[config.mk]
export PLATFORM = sky130hd
export DESIGN_NAME = tl_next_state_timer
export DESIGN_NICKNAME = d
export VERILOG_FILES = /design/src/rtl/tl_next_state_timer.sv
export SDC_FILE = /design/constraint.sdc
export NUM_CORES = 1
export LEC_CHECK = 0
export ABC_AREA = 1
export ABC_CLOCK_PERIOD_IN_PS = 1550
export CAP_MARGIN = 20
export CORE_UTILIZATION = 30
export CTS_CLUSTER_DIAMETER = 60
export DETAILED_ROUTE_END_ITERATION = 12
export SYNTH_ARGS = -nofsm -noshare
export SYNTH_HDL_FRONTEND = slang
export SYNTH_SLANG_ARGS = --single-unit
[constraint.sdc]
create_clock -name clk -period 1.55 [get_ports clk]
set_input_delay 0.155 -clock clk [delete_from_list [all_inputs] [get_ports clk]]
set_output_delay 0.155 -clock clk [all_outputs]
set_load 0.02 [all_outputs]
[src/rtl/tl_next_state_timer.sv]
// Traffic light next-state logic and dwell timer; drives the external 2-bit
// state register's d inputs and decodes the current state into street lights.
module tl_next_state_timer #(
  parameter int YELLOW_CYCLES    = 5,
  parameter int MIN_GREEN_CYCLES = 10,
  parameter int CNT_W            = 8
) (
  input  logic             clk,
  input  logic             reset_n,
  input  logic             q1,
  input  logic             q0,
  input  logic             ta,
  input  logic             tb,
  output logic             d1,
  output logic             d0,
  output logic [1:0]       la,
  output logic [1:0]       lb,
  output logic [CNT_W-1:0] cnt
);

  typedef enum logic [1:0] {
    S0 = 2'b00,
    S1 = 2'b01,
    S2 = 2'b10,
    S3 = 2'b11
  } state_e;

  typedef enum logic [1:0] {
    GREEN  = 2'b00,
    YELLOW = 2'b01,
    RED    = 2'b10
  } light_e;

  // Thresholds are the last cycle index of each phase, so the counter only
  // needs CNT_W bits even when a phase lasts 2^CNT_W cycles.
  localparam logic [CNT_W-1:0] GREEN_LAST  = CNT_W'(MIN_GREEN_CYCLES - 1);
  localparam logic [CNT_W-1:0] YELLOW_LAST = CNT_W'(YELLOW_CYCLES - 1);

  state_e           w_state;
  state_e           w_next;
  light_e           w_la;
  light_e           w_lb;
  logic             w_green_done;
  logic             w_yellow_done;
  logic [CNT_W-1:0] r_cnt;

  assign w_state       = state_e'({q1, q0});
  assign w_green_done  = (r_cnt >= GREEN_LAST);
  assign w_yellow_done = (r_cnt >= YELLOW_LAST);

  always_comb begin
    w_next = w_state;
    w_la   = RED;
    w_lb   = RED;
    case (w_state)
      S0: begin
        w_la = GREEN;
        if (!ta && w_green_done) w_next = S1;
      end
      S1: begin
        w_la = YELLOW;
        if (w_yellow_done) w_next = S2;
      end
      S2: begin
        w_lb = GREEN;
        if (!tb && w_green_done) w_next = S3;
      end
      S3: begin
        w_lb = YELLOW;
        if (w_yellow_done) w_next = S0;
      end
      default: w_next = S0;
    endcase
    if (!reset_n) w_next = S0;
  end

  // Counter restarts on the edge that commits a state change, so each phase
  // begins counting from zero.
  always_ff @(posedge clk) begin
    if (!reset_n) begin
      r_cnt <= '0;
    end else if (w_next != w_state) begin
      r_cnt <= '0;
    end else if (r_cnt != '1) begin
      r_cnt <= r_cnt + 1'b1;
    end
  end

  assign d1  = w_next[1];
  assign d0  = w_next[0];
  assign la  = w_la;
  assign lb  = w_lb;
  assign cnt = r_cnt;

endmodule

# ---- Yosys cells after proc, flatten, opt, wreduce, memory -nomap -nowiden
# Index checks and enable logic that the tools add are counted.
# Widths: inputs -> output; s select.
dict set report totals {
  reg_bits 8
  out_inout_bits 14
  wordCells 24
}
dict set report classes {
  add_sub_neg 1
  n_lt_le_gt_ge 2
  eq_ne 5
  muxes 8
  bitwise_logic 1
  reduce_logical 6
}
# operator count
set op_table {}
lappend op_table {{$mux 2} 5}
lappend op_table {{$add 8x1->8 const B} 1}
lappend op_table {{$ge 8x3->1 const B} 1}
lappend op_table {{$ge 8x4->1 const B} 1}
lappend op_table {{$ne 8x8->1 const B} 1}
lappend op_table {{$pmux 2 s2} 2}
lappend op_table {{$pmux 2 s4} 1}
lappend op_table {{$eq 2x2->1 const B} 2}
lappend op_table {{$eq 2x1->1 const B} 1}
lappend op_table {{$logic_and 1x1->1} 2}
lappend op_table {{$logic_not 1->1} 2}
lappend op_table {{$logic_not 2->1} 1}
lappend op_table {{$ne 2x2->1} 1}
lappend op_table {{$reduce_or 2->1} 1}
lappend op_table {{$not 1->1} 1}

# ---- Logic depth before layout (Yosys ltp)
# Gate-level depths: netlist of run 1.
dict set report logic_depth {
  word_depth 7
  ltp_mapped 8
  depth_no_buf 8
}

# ---- Least setup slack after synthesis of run 1
# OpenSTA, ideal clock, no wires.
dict set report synth_timing {
  kind {flip-flop to output port}
  from {reg r_cnt[0], in the netlist cnt[0]}
  to {out d0}
  arrival_ps 1421
  required_ps 1395
  slack_ps -26
  stages_incl_launch_ff 8
  n_path_buf 0
  path_cell_list {dfxtp_1 inv_1 ha_1 inv_1 o21ai_0 nand2_1 nand2_1 a21oi_1}
}
dict set report synth_via {
  elab_chain_cells 5
  elab_cells_between_ends 10
}
# element line
set synth_rtl {}
lappend synth_rtl {{from (decl)} 45} ;# logic [CNT_W-1:0] r_cnt;
lappend synth_rtl {{from (signal assigned)} 85} ;# r_cnt <= r_cnt + 1'b1;
lappend synth_rtl {{$ge 8x4->1} 48} ;# assign w_green_done = (r_cnt >= GREEN_LAST);
lappend synth_rtl {{$logic_and 1x1->1 (on tied branches)} {66, 58}}
lappend synth_rtl {{$mux 2 (on tied branches)} {66, 58}}
lappend synth_rtl {{$pmux 2 s4 (*)} 55} ;# case (w_state)
lappend synth_rtl {{$mux 2 (*)} 74} ;# if (!reset_n) w_next = S0;
lappend synth_rtl {{to (decl)} 15} ;# output logic d0,
# Mark *: on every way between the ends. The rest lies on a longest branch, timed or not.

# ---- Final worst setup path of run 1
# Ends and elaborated chain as after synthesis.

==> results of run 1 <==
==> metal layers <==
metal,vias to the layer above,track usage [%],share of wire [%]
met3,3,2.745,5.9
met1,280,17.14,46
met2,19,29.01,46
met5,-,0,0
li1,354,-,-
met4,0,7.059,2.0
==> per-stage QoR <==
step / instances / util [%]
5_1_grt: 152 / 54.53
2_1_floorplan: 90 / -
3_3_place_gp: 149 / 52.00
4_1_cts: 152 / 52.84
3_5_place_dp: 149 / 52.00
6_report: 152 / 54.53
==> worst max-delay path, delay by kind of cell (launching register included) <==
kind	cells	cell delay (ns)
and+or+nand+nor	2	0.17
AOI/OAI and AO/OA	2	0.16
adders and majority gates	1	0.18
buffers and inverters	2	0.28
DFF	1	0.32
==> worst max path at each step <==
stage,to,slack [ns],depth (start not counted)
4_1_cts,d0,-0.02,7
2_1_floorplan,d0,0.06,7
3_3_place_gp,d0,-0.32,6
5_1_grt,d0,-0.05,7
6_report,d0,0.02,7
3_5_place_dp,d0,-0.37,6
==> kinds of logic after synthesis <==
family / Yosys count / share of synthesized area [%]
buf+inv: 17 / 10.90
flops: 8 / 27.35
simple gates: 51 / 42.31
xor+xnor: 2 / 2.992
compound gates: 8 / 7.905
fa+ha+maj: 4 / 8.547
==> layout by cell type, fill, tap and decap left out, types with 2 or more instances in the layout <==
master and n:
ha_2 3, nand2_2 3, dlygate4sd2_1 3, nor2_2 5
nand3_1 5, inv_1 13, dfxtp_1 6, clkdlybuf4s50_1 8
buf_4 17, clkbuf_4 3, dlymetal6s2s_1 6, nor2_1 13
dfxtp_2 2, o21ai_0 4, nand2_1 18, inv_2 3
nand4_1 2, xor2_1 2
==> area by class of cell <==
type                            count  share of cell area (%)
Multi-Input combinational cell     65                   39.25
Timing Repair Buffer               35                   32.30
Sequential cell                     8                   16.73
Inverter                           16                   6.178
Tap cell                           25                   3.218
Clock buffer                        3                   2.317
==> repair_timing <==
action                     in CTS  in global routing
setup endpoints to repair       5                 10
hold buffers                    0                  0
resized for setup              11                 18
pin swaps                       0                  3
==> power groups by stage <==
stage / sequential (W) / combinational [W] / clock [W]
3_3_place_gp: 0.000224 / 0.000177 / 0
6_report: 0.000223 / 0.000175 / 0.000171
4_1_cts: 0.000220 / 0.000177 / 0.000170
3_5_place_dp: 0.000224 / 0.000181 / 0
2_1_floorplan: 0.000241 / 0.0000660 / 0
5_1_grt: 0.000224 / 0.000195 / 0.000186
==> flow_summary.ini, run 1 <==
[outcome]
status = finished, final reports clean

[timing]
setup_ws_ns = 0.02496
setup_viol = 0
min_period_ns = 1.525
max_freq_mhz = 655.7
slew_viol_final = 0
rsz0062_at_grt = yes
final_hold_viol_count = 0
finalSetupTns_ns = 0
period_share_pct = 98.39
hold_ws_ns = 0.6757
fin_worst_skew_ns = 0.001270
worst_pin_slew_ns = 0.2618
max_slew_margin_pct = 82.36

[yosys]
syn_avg_cell_area_um2 = 6.506
yosysMostFrequentCell = nand2_1
synth.largest_area_cell = dfxtp_1
ys_ff_latch = 8
synth-main-ff-cell = dfxtp_1
synth_commonest_cells = nand2_1, inv_1, nor2_1
async_flop_share_pct = 0
netlist_area_um2 = 585.6
netlist.area_leader.share_pct = 27.35
yosysSeqAreaShare_pct = 27.35
synth_fp_nets = 100
synth_enable_flop_cells = 0
synth_cells = 90
synthTopCellsByArea = dfxtp_1, nand2_1, inv_1
yosysUniqueCellTypes = 20
synth_warnings = 0

[setup_path]
r2r_start = cnt[0]
rrSetupSlack_ns = 0.11
crit_slowest_cell = dfxtp_2
worstPathArrival_ns = 1.37
setup.worst_path.start = cnt[0]
critPathMaxFanout = 2
cp.required_ns = 1.39
worstSetupPathType = flip-flop to output port
worstSetupStartpointType = flip-flop
reg2reg_depth = 8
slowest_delay_ns = 0.32
path_cells = buf_4 -> ha_2 -> o21ai_2 -> nand2_1 -> nand2_1 -> a21oi_2 -> buf_4
r2r-end = cnt[0]
end_kind = output port

[cts]
post_cts_buffers = 0
cts_root_buf = clkbuf_4
clk_pin_slew_ns = 0.06
numCtsBuffers = 3
cts_tree = built
cts_max_level = 1
clk_path_buf_depth = 2
clock-sinks = 8
clkLatencyLatePin_ns = 0.27

[die]
die_h_um = 46.18
die_area_um2 = 2133
initial_core_util_pct = 32.84
die_w_um = 46.18
core-area_um2 = 1783
fp-row-count = 15
num_io_pins = 20

[power]
clock_power_share_pct = 30.1
swShare_pct = 31.22
p_comb_share_pct = 30.8
power.density_nw_per_um2 = 585.7
seqPwrFrac_pct = 39.1
total_power_w = 0.0005694
p_leak_nw = 0.5657
peakVddDrop_v = 0.0004356
switchingPower_w = 0.0001778
p_int_w = 0.0003917

[min_path]
hold_depth = 4
min_from = cnt[0]
holdPathEnd = cnt[0]
hp-class = flip-flop to flip-flop

[global_route]
grt_usage_pct = 15.71
grt_pass1_vias = 604
antenna_found_initial = 0
grt_max_degree = 9
grt_pass1_wl_mm = 2.401
grt.overflow.total = 0

[placement]
pre_cts_ws_ns = -0.3660
hpwlAfterDp_mm = 1.160
dpl-instance-area_um2 = 927.1
gp_congestion = 0.7708
port_buffers = 19

[cells_and_area]
antenna_cells = 0
nFillCells = 188
multiInputGateArea_um2 = 381.6
final_area_um2 = 972.2
syn_to_final_growth_pct = 66.03
nets = 139
seqCellArea_um2 = 162.7
drive_gt1_share_pct = 33.86
largest_reg_flops = 8

[routing]
detail_route.iter0.violations = 3
wl_per_cell_um = 9.513
via_per_inst = 4.316
vias = 656
drt-total-wl_mm = 1.446
antenna_left = 0
remaining_drc_errors = 0
dr.pass1.iters = 3

[flow_run]
cap_violations = 0
Power figures use the tool's default switching activity.
==> inputs of run 2 (changes only) <==
--- a/config.mk
+++ b/config.mk
@@ -11,6 +11,9 @@
 export CORE_UTILIZATION = 30
 export CTS_CLUSTER_DIAMETER = 60
 export DETAILED_ROUTE_END_ITERATION = 12
+export GPL_ROUTABILITY_DRIVEN = 0
+export SKIP_LAST_GASP = 1
 export SYNTH_ARGS = -nofsm -noshare
 export SYNTH_HDL_FRONTEND = slang
 export SYNTH_SLANG_ARGS = --single-unit
+export TNS_END_PERCENT = 1
==> flow_summary.ini, run 2 (synthesis results as in run 1) <==
[die]
die_w_um = 46.18
core-area_um2 = 1783
die_h_um = 46.18
num_io_pins = 20
initial_core_util_pct = 32.84
die_area_um2 = 2133
fp-row-count = 15

[routing]
via_per_inst = 4.309
wl_per_cell_um = 9.572
antenna_left = 0
detail_route.iter0.violations = 3
remaining_drc_errors = 0
dr.pass1.iters = 4
drt-total-wl_mm = 1.455
vias = 655

[min_path]
min_from = cnt[0]
hp-class = flip-flop to flip-flop

[placement]
dpl-instance-area_um2 = 927.1
port_buffers = 19
hpwlAfterDp_mm = 1.160
pre_cts_ws_ns = -0.3660

[global_route]
grt_pass1_wl_mm = 2.401
grt_usage_pct = 15.71
grt_max_degree = 9
grt.overflow.total = 0
grt_pass1_vias = 604
antenna_found_initial = 0

[cts]
cts_tree = built
cts_root_buf = clkbuf_4
clkLatencyLatePin_ns = 0.27
cts_max_level = 1
clk_pin_slew_ns = 0.05
post_cts_buffers = 0
cts-hold-fix-buffers = 0
clk_path_buf_depth = 2
clock-sinks = 8
numCtsBuffers = 3

[setup_path]
reg2reg_depth = 8
r2r_start = cnt[0]
rrSetupSlack_ns = 0.10
r2r-end = cnt[0]
cp.required_ns = 1.39
worstSetupStartpointType = flip-flop
end_kind = output port
worstPathArrival_ns = 1.42
endpoint = d0
worstSetupPathType = flip-flop to output port
critPathMaxFanout = 2
setup.worst_path.start = cnt[0]

[cells_and_area]
nets = 139
final_common_cell = nand2_1
nFillCells = 195
drive_gt1_share_pct = 25.98
final_area_um2 = 940.9
syn_to_final_growth_pct = 60.68
antenna_cells = 0
largest_reg_flops = 8
final_cell_mix = nand2_1, buf_4, inv_1, nor2_1, clkdlybuf4s50_1

[power]
total_power_w = 0.0005637
peakVddDrop_v = 0.0004235
p_leak_nw = 0.4836
power.density_nw_per_um2 = 599.1

[timing]
setup_ws_ns = -0.02008
final_hold_viol_count = 0
max_freq_mhz = 636.9
rsz0062_at_grt = yes
worst_pin_slew_ns = 0.2605
max_slew_margin_pct = 82.45
setup_viol = 2
fin_worst_skew_ns = 0.001322
min_period_ns = 1.570
period_share_pct = 101.3
slew_viol_final = 0

[outcome]
status = finished, violations left
violations = setup timing

[flow_run]
cap_violations = 0
[run 2: cell types whose count changed in the layout (fill, tap and decap cells not counted), moves of 3 or more]
cell and delta:
clkdlybuf4s50_1 +7, dlymetal6s2s_1 -5, ha_1 +3, ha_2 -3
[run 2: critical path, cell delays in order (launching register included)]
cell and delay (ns):
dfxtp_1 0.31, buf_4 0.13, ha_1 0.19, o21ai_1 0.15
nand2_1 0.10, nand2_1 0.08, a21oi_2 0.05, buf_2 0.15
[run 2: timing repair]
item / in CTS / in global routing
gates cloned: 0 / 0
gates resized for setup: 7 / 3
hold endpoints to repair: 0 / 0
endpoints found under the setup margin: 5 / 12
pin swaps: 0 / 0
[run 2: area by class of cell]
class                           count  area (um^2)  area share, %
Inverter                           16        60.06          6.383
Sequential cell                     8        160.2          17.02
Multi-Input combinational cell     65        365.4          38.83
Timing Repair Buffer               35        301.5          32.05
Clock buffer                        3        22.52          2.394
Tap cell                           25        31.28          3.324
[run 2: metal layers]
metal | global-route usage (%) | share of wire, % | routed length, um
met5 | 0 | 0 | 0
met1 | 17.14 | 45 | 660
met3 | 2.745 | 7.3 | 106
met4 | 7.059 | 2.0 | 29
met2 | 29.01 | 45 | 658
[run 2: worst min-delay path by stage]
| stage | cells past startpoint | endpoint | slack [ns] |
|---|---|---|---|
| after floorplan | 1 | la[0] | 0.39 |
| after global placement | 4 | cnt[0] | 0.66 |
| after detailed placement | 4 | cnt[6] | 0.68 |
| after CTS | 4 | cnt[6] | 0.70 |
| after global routing | 4 | cnt[6] | 0.73 |
| final | 4 | cnt[0] | 0.69 |
[run 2: metrics by stage]
step | hold slack, ns | utilization (%) | std cells | setup TNS, ns
after floorplan | 0.3898 | - | 90 | 0
after global placement | 0.6610 | 52.00 | 149 | -0.6272
after detailed placement | 0.6838 | 52.00 | 149 | -0.6735
after CTS | 0.7023 | 52.84 | 152 | -0.1454
after global routing | 0.7274 | 52.77 | 152 | -0.3805
final | 0.6948 | 52.77 | 152 | -0.03192
[run 2: report_power, final]
group,switching (W),internal [W],total (W)
registers,0.00000492,0.000215,0.000220
clock network,0.0000801,0.0000892,0.000169
logic,0.0000875,0.0000873,0.000175
==> inputs of run 3 (changes only) <==
--- a/config.mk
+++ b/config.mk
@@ -8,11 +8,14 @@
 export ABC_AREA = 1
 export ABC_CLOCK_PERIOD_IN_PS = 1550
 export CAP_MARGIN = 20
-export CORE_UTILIZATION = 30
+export CORE_UTILIZATION = 43
 export CTS_CLUSTER_DIAMETER = 60
 export DETAILED_ROUTE_END_ITERATION = 12
 export GPL_ROUTABILITY_DRIVEN = 0
+export PLACE_DENSITY = 0.76
+export RECOVER_POWER = 100
 export SKIP_LAST_GASP = 1
+export SLEW_MARGIN = 20
 export SYNTH_ARGS = -nofsm -noshare
 export SYNTH_HDL_FRONTEND = slang
 export SYNTH_SLANG_ARGS = --single-unit
==> flow_summary.ini, run 3 (synthesis results as in run 1) <==
[cells_and_area]
nFillCells = 89
nets = 141
drive_gt1_share_pct = 28.68
largest_reg_flops = 8
final_util_pct = 79.22
layout.cells.non_filler = 143
antenna_cells = 0
final_common_cell = buf_4
syn_to_final_growth_pct = 60.47
final_cell_mix = buf_4, nand2_1, inv_1, clkdlybuf4s50_1, nor2_1

[routing]
antenna_left = 0
dr.pass1.iters = 4
drt-total-wl_mm = 1.524
detail_route.iter0.violations = 14
vias = 673
remaining_drc_errors = 0
wl_per_cell_um = 10.66
via_per_inst = 4.706

[timing]
max_slew_margin_pct = 83.82
setup_ws_ns = -0.02218
final_hold_viol_count = 0
setup_viol = 2
hold_ws_ns = 0.6152
fin_worst_skew_ns = 0.0002230
slew_viol_final = 0
max_freq_mhz = 636.1
rsz0062_at_grt = yes
period_share_pct = 101.4
min_period_ns = 1.572
worst_pin_slew_ns = 0.2402

[flow_run]
cap_violations = 0

[placement]
placed_cells = 140
port_buffers = 19
pre_cts_ws_ns = -0.3580
hpwlAfterDp_mm = 1.209

[global_route]
antenna_found_initial = 0
grt_pass1_wl_mm = 2.201
grt_usage_pct = 22.20
grt_max_degree = 9
grt.overflow.total = 0
grt_pass1_vias = 554

[setup_path]
end_kind = output port
slowest_delay_ns = 0.34
worstPathArrival_ns = 1.42
crit_slowest_cell = dfxtp_1
worstSetupPathType = flip-flop to output port
reg2reg_depth = 8
worstSetupStartpointType = flip-flop
cp.required_ns = 1.39
r2r-end = cnt[0]
path_cells = inv_1 -> ha_1 -> inv_1 -> o21ai_1 -> nand2_1 -> nand2_1 -> a21oi_2 -> buf_4
r2r_start = cnt[0]
critPathMaxFanout = 3
rrSetupSlack_ns = 0.09

[cts]
cts-hold-fix-buffers = 0
clock-sinks = 8
clk_pin_slew_ns = 0.06
clkLatencyLatePin_ns = 0.26
cts_tree = built
numCtsBuffers = 3
cts_root_buf = clkbuf_4
clk_path_buf_depth = 2
cts_max_level = 1

[die]
num_io_pins = 20
initial_core_util_pct = 49.37
die_h_um = 38.90
core-area_um2 = 1186
fp-row-count = 12
die_area_um2 = 1513
die_w_um = 38.90

[power]
total_power_w = 0.0005703
peakVddDrop_v = 0.0005691
p_leak_nw = 0.4792
power.density_nw_per_um2 = 606.9

[min_path]
min_from = cnt[3]
hold_depth = 3
hp-class = flip-flop to flip-flop
holdPathEnd = cnt[3]

[outcome]
violations = setup timing
status = finished, violations left
-- run 3: changes by cell type in the layout (fill, tap and decap cells not counted) --
cell and delta:
dfxtp_1 -1, buf_2 -1, buf_4 +3, nor2_2 +1, clkbuf_1 +1, dlymetal6s2s_1 -1
dfxtp_2 +1, nor2_1 -1
-- run 3: report_power, final --
part / leakage (nW) / switching, W / total [W] / internal (W)
registers: 0.0656 / 0.00000650 / 0.000221 / 0.000215
clock network: 0.0138 / 0.0000785 / 0.000168 / 0.0000891
logic: 0.400 / 0.0000910 / 0.000181 / 0.0000904
total: 0.479 / 0.000176 / 0.000570 / 0.000394
-- run 3: layer usage --
| metal | wire, um | share of wire, % | global-route usage [%] |
|---|---|---|---|
| met1 | 684 | 45 | 25.61 |
| met2 | 786 | 52 | 36.67 |
| met3 | 41 | 2.7 | 5.202 |
| met4 | 11 | 0.72 | 12.93 |
| met5 | 0 | 0 | 0 |
-- run 3: layout make-up --
| class | count | area, um^2 | share of cell area (%) |
|---|---|---|---|
| clock buffers | 3 | 22.52 | 2.397 |
| repair buffers | 37 | 310.3 | 33.02 |
| flip-flops and latches | 8 | 161.4 | 17.18 |
| well taps | 14 | 17.52 | 1.864 |
| inverters | 16 | 60.06 | 6.391 |
| multi-input cells | 65 | 367.9 | 39.15 |
-- run 3: what timing repair did --
action                                  in CTS  in global routing
endpoints found under the setup margin       5                 10
hold endpoints to repair                     0                  0
setup buffers                                0                  0
resized for setup                            9                  4
-- run 3: through the flow --
step           TNS (ns)  cell area, um^2
6_report       -0.02358            939.7
5_1_grt         -0.2526            939.7
4_1_cts         -0.2183            948.4
3_5_place_dp    -0.7416            928.4
3_3_place_gp    -0.6522            928.4
2_1_floorplan         0            589.3
-- run 3: critical path: cells and delay by family, from the launching register on --
family,cells,cell delay [ns]
DFF,1,0.34
buffers and inverters,3,0.29
adders and majority gates,1,0.19
AOI/OAI and AO/OA,2,0.18
and+or+nand+nor,2,0.15
-- run 3: how the worst max path moves through the flow --
stage	start	endpoint	slack [ns]
after floorplan	cnt[0]	d0	0.06
after global placement	q1	d0	-0.31
after detailed placement	q1	d0	-0.36
after CTS	cnt[5]	d1	-0.07
after global routing	cnt[1]	d0	-0.1
final	cnt[1]	d0	-0.02
